--- src/rtl/imm_extend_pipe.sv ---
// Immediate extender (sign / zero / upper / branch) feeding a 2-entry elastic
// buffer with valid/ready handshakes on both sides.
module imm_extend_pipe #(
  parameter int unsigned IN_W     = 16,
  parameter int unsigned OUT_W    = 32,
  parameter int unsigned BR_SHIFT = 2
) (
  input  logic             clk,
  input  logic             reset,
  input  logic             in_valid,
  output logic             in_ready,
  input  logic [IN_W-1:0]  in_imm,
  input  logic [1:0]       in_mode,
  output logic             out_valid,
  input  logic             out_ready,
  output logic [OUT_W-1:0] out_data,
  output logic [1:0]       out_mode
);

  localparam int unsigned EXT_W = OUT_W - IN_W;

  typedef enum logic [1:0] {
    MODE_SIGN   = 2'b00,
    MODE_ZERO   = 2'b01,
    MODE_UPPER  = 2'b10,
    MODE_BRANCH = 2'b11
  } mode_e;

  logic [1:0]       count_q, count_d;
  logic             wptr_q, wptr_d;
  logic             rptr_q, rptr_d;
  logic [OUT_W-1:0] data_q [2];
  logic [OUT_W-1:0] data_d [2];
  logic [1:0]       mode_q [2];
  logic [1:0]       mode_d [2];

  logic [OUT_W-1:0] sext;
  logic [OUT_W-1:0] ext_data;
  logic             push;
  logic             pop;

  // in_ready depends only on registered count and reset, never on out_ready
  assign in_ready  = (count_q != 2'd2) & ~reset;
  assign out_valid = (count_q != 2'd0);
  assign out_data  = out_valid ? data_q[rptr_q] : '0;
  assign out_mode  = out_valid ? mode_q[rptr_q] : '0;
  assign push      = in_valid & in_ready;
  assign pop       = out_valid & out_ready;

  always_comb begin
    sext     = {{EXT_W{in_imm[IN_W-1]}}, in_imm};
    ext_data = sext;
    case (mode_e'(in_mode))
      MODE_SIGN:   ext_data = sext;
      MODE_ZERO:   ext_data = {{EXT_W{1'b0}}, in_imm};
      MODE_UPPER:  ext_data = {in_imm, {EXT_W{1'b0}}};
      MODE_BRANCH: ext_data = sext << BR_SHIFT;
      default:     ext_data = sext;
    endcase
  end

  always_comb begin
    data_d  = data_q;
    mode_d  = mode_q;
    wptr_d  = wptr_q;
    rptr_d  = rptr_q;
    count_d = count_q;
    if (push) begin
      data_d[wptr_q] = ext_data;
      mode_d[wptr_q] = in_mode;
      wptr_d         = ~wptr_q;
    end
    if (pop) begin
      rptr_d = ~rptr_q;
    end
    case ({push, pop})
      2'b10:   count_d = count_q + 2'd1;
      2'b01:   count_d = count_q - 2'd1;
      default: count_d = count_q;
    endcase
  end

  always_ff @(posedge clk) begin
    if (reset) begin
      count_q <= '0;
      wptr_q  <= 1'b0;
      rptr_q  <= 1'b0;
      data_q  <= '{default: '0};
      mode_q  <= '{default: '0};
    end else begin
      count_q <= count_d;
      wptr_q  <= wptr_d;
      rptr_q  <= rptr_d;
      data_q  <= data_d;
      mode_q  <= mode_d;
    end
  end

endmodule

--- config.mk ---
export PLATFORM = sky130hd
export DESIGN_NAME = imm_extend_pipe
export DESIGN_NICKNAME = d
export VERILOG_FILES = /design/src/rtl/imm_extend_pipe.sv
export SDC_FILE = /design/constraint.sdc
export NUM_CORES = 1
export LEC_CHECK = 0
export BUFFER_PORTS_ARGS = -buffer_cell sky130_fd_sc_hd__buf_2
export CORE_ASPECT_RATIO = 0.75
export CORE_MARGIN = 2
export CORE_UTILIZATION = 50
export CTS_BUF_LIST = sky130_fd_sc_hd__clkbuf_8
export DETAILED_ROUTE_END_ITERATION = 8
export PLACE_DENSITY_LB_ADDON = 0.3
export SLEW_MARGIN = 20
export SYNTH_ARGS = -nofsm -noshare
export SYNTH_HDL_FRONTEND = slang
export SYNTH_SLANG_ARGS = --single-unit
--- constraint.sdc ---
create_clock -name clk -period 2.3 [get_ports clk]
set_input_delay 0.23 -clock clk [delete_from_list [all_inputs] [get_ports clk]]
set_output_delay 0.23 -clock clk [all_outputs]
set_load 0.05 [all_outputs]
# After elaboration in Yosys (flattened, before gate mapping)

Cells that the tools add are included.

Add/sub/neg operators: 2
$lt $le $gt $ge: 3
Eq/ne operators: 6
Muxes and demuxes: 16
Bitwise logic cells: 8
Reduce and logical (&&, ||, !) cells: 4

Operators with widths:

| kind                                                       | count |
|---|---|
| two-way mux 32 bit                                         | 5 |
| one-hot mux 32 bit (4 select lines)                        | 1 |
| bitwise mux 64 bit                                         | 1 |
| demux 32 bit (select 1 bit)                                | 1 |
| two-way mux 2 bit                                          | 5 |
| equality test 2 bit, second input constant                 | 3 |
| bitwise mux 4 bit                                          | 1 |
| equality test 2 x 1 -> 1 bit, second input constant        | 2 |
| >= comparator 2 bit, second input constant                 | 2 |
| NOT 1 -> 2 bit                                             | 2 |
| one-hot mux 2 bit (2 select lines)                         | 1 |
| nonzero test 2 bit                                         | 2 |
| AND 1 bit                                                  | 3 |
| NOT 1 bit                                                  | 3 |
| adder 2 x 1 -> 2 bit, second input constant                | 1 |
| demux 2 bit (select 1 bit)                                 | 1 |
| logical NOT 2 bit                                          | 1 |
| less-than comparator 2 x 1 -> 1 bit, second input constant | 1 |
| inequality test 2 bit, second input constant               | 1 |
| subtractor 2 x 1 -> 2 bit, second input constant           | 1 |
| logical AND 1 bit                                          | 1 |

Register bits: 72
Input bits: 22
Output and inout bits: 36
Word-level logic and storage cells: 46

# Longest topological paths before layout

Word-level depth: 6
Depth in mapped cells: 7
Mapped depth without buffers: 7

# Worst setup path before layout

No wires, ideal clock.

Path type: reg-to-reg
Start point: register count_q[0]
End point: register count_q[1]
Setup time: 0.070 ns
Data arrival time: 1.968 ns
Required time: 2.230 ns
Path slack: 0.262 ns
Cell stages (with the launch flop): 7
Path buffers: 0
Period minus slack after synthesis: 2.038 ns
Cells stage by stage: dfxtp_1 > nor2_1 > inv_1 > and2_1 > ha_1 > or3_1 > a21oi_1

Elaborated cells between the ends (all ways): 11
Those cells by class: add/sub: 2; eq/ne: 3; mux: 1; bitwise: 3; reduce/logical: 2

RTL lines:

| item                                                                            | line | RTL |
|---|---|---|
| start, declared                                                                 | 29   | `logic [1:0] count_q, count_d;` |
| start signal, assigned                                                          | 91   | `count_q <= count_d;` |
| nonzero test 2 bit (*)                                                          | 44   | `assign out_valid = (count_q != 2'd0);` |
| via out_valid                                                                   | 14   | `output logic out_valid,` |
| AND 1 bit (*)                                                                   | 48   | `assign pop = out_valid & out_ready;` |
| via pop                                                                         | 40   | `logic pop;` |
| equality test 2 x 1 -> 1 bit / equality test 2 bit (equally long branches)      | 76   | `case ({push, pop})` |
| one-hot mux 2 bit (2 select lines) / nonzero test 2 bit (equally long branches) | n/a  |  |

The timed path passes the listed nets; every way through them passes the cells marked *.
A chain may end at the register's enable or synchronous reset.

# Final worst setup path

Start point: register count_q[0]
End point: output port out_data[31]

Word-level cells in the longest chain between the ends: 2

Ends and longest elaborated chain:

| item               | line | RTL |
|---|---|---|
| nonzero test 2 bit | 44   |  |
| two-way mux 32 bit | 45   | `assign out_data = out_valid ? data_q[rptr_q] : '0;` |
| end, declared      | 16   | `output logic [OUT_W-1:0] out_data,` |

No other way between the ends.

==> results_dict.tcl <==
set metrics [dict create \
    startpoint_type "flop" \
    dieArea_mm2 0.00791 \
    leakagePower_nw 1.62 \
    yosysWarnings 0 \
    synth_nets 451 \
    place.gp.congestion 0.784 \
    ant_nets 0 \
    maxCapViolCount 0 \
    cp_top_family "buffers and inverters" \
    vdd_drop_max_v 0.000545 \
    p_switching_w 0.00151 \
    hold_viol 0 \
    clock_latency_ns 0.35 \
    max_stage_delay_ns 0.44 \
    tightest_slew_ns 0.850 \
    grtUsageMet2_pct 34.1 \
    power_density_mw_per_mm2 982 \
    combPwrFrac_pct 33.6 \
    skew_ns 0.00848 \
    hpwl_um 5510 \
    setup_tns_ns 0 \
    cp.arrival_ns 1.57 \
    cts_resized 0 \
    grt_remaining_overflow 0 \
    antennaDiodeCount 0 \
    cts.path.max_buffers 2 \
    grt_max_degree 72 \
    crit_slowest_cell "dfxtp_1" \
    critPathKind "reg -> out" \
    swShare_pct 37.1 \
    fp-row-count 26 \
    slew-limit-headroom_pct 43.3 \
    post-cts-setup-buffer-count 0 \
    synth.yosys.seq_area_share_pct 40.0 \
    wl_um 8360 \
    grt_most_used_layer "met2" \
    final_cell_mix "nor2_1, dfxtp_1, buf_2" \
    first_global_vias 2933 \
    pwr-share-clk_pct 31.0 \
    layout_commonest_cell "nor2_1" \
    routed_via_density 5.31 \
    clk_pin_slew_ns 0.07 \
    portBuffers 57 \
    ys_types 31 \
    layout-drive-gt1-share_pct 22.9 \
    antenna_found_initial 0 \
    tritoncts "yes" \
    crit_buf_inv 2 \
    layout_setup_ws_ns 0.498 \
    met1_usage_pct 30.4 \
    cts_hold_buf 0 \
    endpoint_kind "output port" \
    numCtsBuffers 9 \
    drc 0 \
    min_path_type "in -> reg" \
    seq_power_share_pct 35.4 \
    min_period_ns 1.80 \
    die_x_um 102 \
    period_share_pct 78.4 \
    cts_sinks 72 \
    final_core_util_pct 60.1 \
    gr-usage-all-layers_pct 21.9 \
    ys_ff_latch 72 \
    core_mm2 0.00690 \
    io-pin-count 58 \
    syn_to_final_growth_pct 15.0 \
    place_ws_ns 0.630 \
    slew_viol_final 0 \
    synth.avg_cell_area_um2 8.43 \
    setup_violations 0 \
    outcome "completed" \
    rsz0062_at_grt "false" \
    met3_usage_pct 5.41 \
    dieHeight_um 77.5 \
    hold_slack_ns 0.100 \
    max_freq_mhz 555 \
    fin_nets 490 \
    drtIter0Drc 176 \
    netlist_area_mm2 0.00361 \
    synthCells 428 \
    vias 3028 \
    drt-pass1-iter-count 4 \
    wl_per_cell_um 14.7 \
    root_buffer "clkbuf_8" \
    start_util_pct 52.3 \
    crit_chain "nor2_2, buf_4, nor2_1, buf_2" \
    grt_pass1_wl_um 13700 \
    p_int_w 0.00256 \
    crit_required_ns 2.07 \
    cts_max_level 3 \
    cp_max_fo 34 \
]
==> synth_stat cells <==
library cell	instances	area, um^2
nor2_1	126	473
dfxtp_1	72	1440
mux2i_1	49	490
nand2_1	22	82.6
nor3_1	20	100
a211oi_1	18	135
o21bai_1	15	113
a22oi_1	14	105
buf_2	14	70.1
clkbuf_1	14	52.6
a21oi_1	12	60.1
nor3_2	11	110
a211oi_2	10	125
buf_6	5	56.3
buf_4	4	30.0
nor2b_1	3	18.8
inv_1	2	7.51
nand2b_1	2	12.5
or3_1	2	12.5
xnor2_1	2	17.5
a21boi_0	1	7.51
and2_1	1	6.26
and2_4	1	8.76
and3_1	1	6.26
clkbuf_2	1	5.00
ha_1	1	12.5
nand3_1	1	5.00
nor2b_2	1	8.76
nor3b_4	1	18.8
o21ai_0	1	5.00
xor2_1	1	8.76
==> power by group through the flow <==
stage | logic, W | registers (W) | clock network (W)
4_1_cts | 0.00138 | 0.00144 | 0.00128
5_1_grt | 0.00148 | 0.00145 | 0.00133
2_1_floorplan | 0.00109 | 0.00144 | 0
3_3_place_gp | 0.00135 | 0.00146 | 0
6_report | 0.00137 | 0.00144 | 0.00126
3_5_place_dp | 0.00138 | 0.00147 | 0
==> metal layers <==
layer  part of all wire [%]  routed length (um)
met5                      0                   0
met4                   0.98                  82
met3                    4.4                 367
met2                     46                3830
met1                     49                4080
==> path summary, 6_finish.rpt <==
path | to | cells past startpoint | slack, ns | from
worst min-delay path | data_q[33] | 2 | 0.10 | reset
worst min register to register | mode_q[0] | 2 | 0.46 | mode_q[0]
worst max register to register | data_q[38] | 5 | 0.62 | count_q[0]
worst max-delay path | out_data[31] | 4 | 0.50 | count_q[0]
==> stage by stage <==
step           power, W  area, um^2  instances
3_5_place_dp    0.00284        3890        554
2_1_floorplan   0.00253        3610        428
6_report        0.00407        4150        570
4_1_cts         0.00410        4150        570
3_3_place_gp    0.00281        3890        554
5_1_grt         0.00426        4150        570
==> cells by family (layout without fill, tap and decap cells) <==
group | Yosys count | in the layout | share of synthesized area (%)
AOI/OAI and AO/OA | 71 | 71 | 15.3
and+or+nand+nor | 192 | 192 | 23.9
xor gates and xnor gates | 3 | 3 | 0.729
muxes | 49 | 49 | 13.6
DFF | 72 | 72 | 40.0
buffers and inverters | 40 | 84 | 6.14
adders and majority gates | 1 | 1 | 0.347
==> flip-flops by register name (all words and copies together) (netlist names) <==
| name | cells |
|---|---|
| data_q | 64 |
| mode_q | 4 |
| count_q | 2 |
| rptr_q | 1 |
| wptr_q | 1 |
==> final cells by class <==
| type | instances | area (um^2) |
|---|---|---|
| multi-input combinational | 316 | 1950 |
| inverter | 2 | 7.51 |
| sequential | 72 | 1440 |
| clock inverter | 5 | 103 |
| tap | 98 | 123 |
| fill | 642 | 2750 |
| clock buffer | 11 | 151 |
| timing repair buffer | 66 | 365 |
No activity file was read; power rests on OpenSTA's default activity.
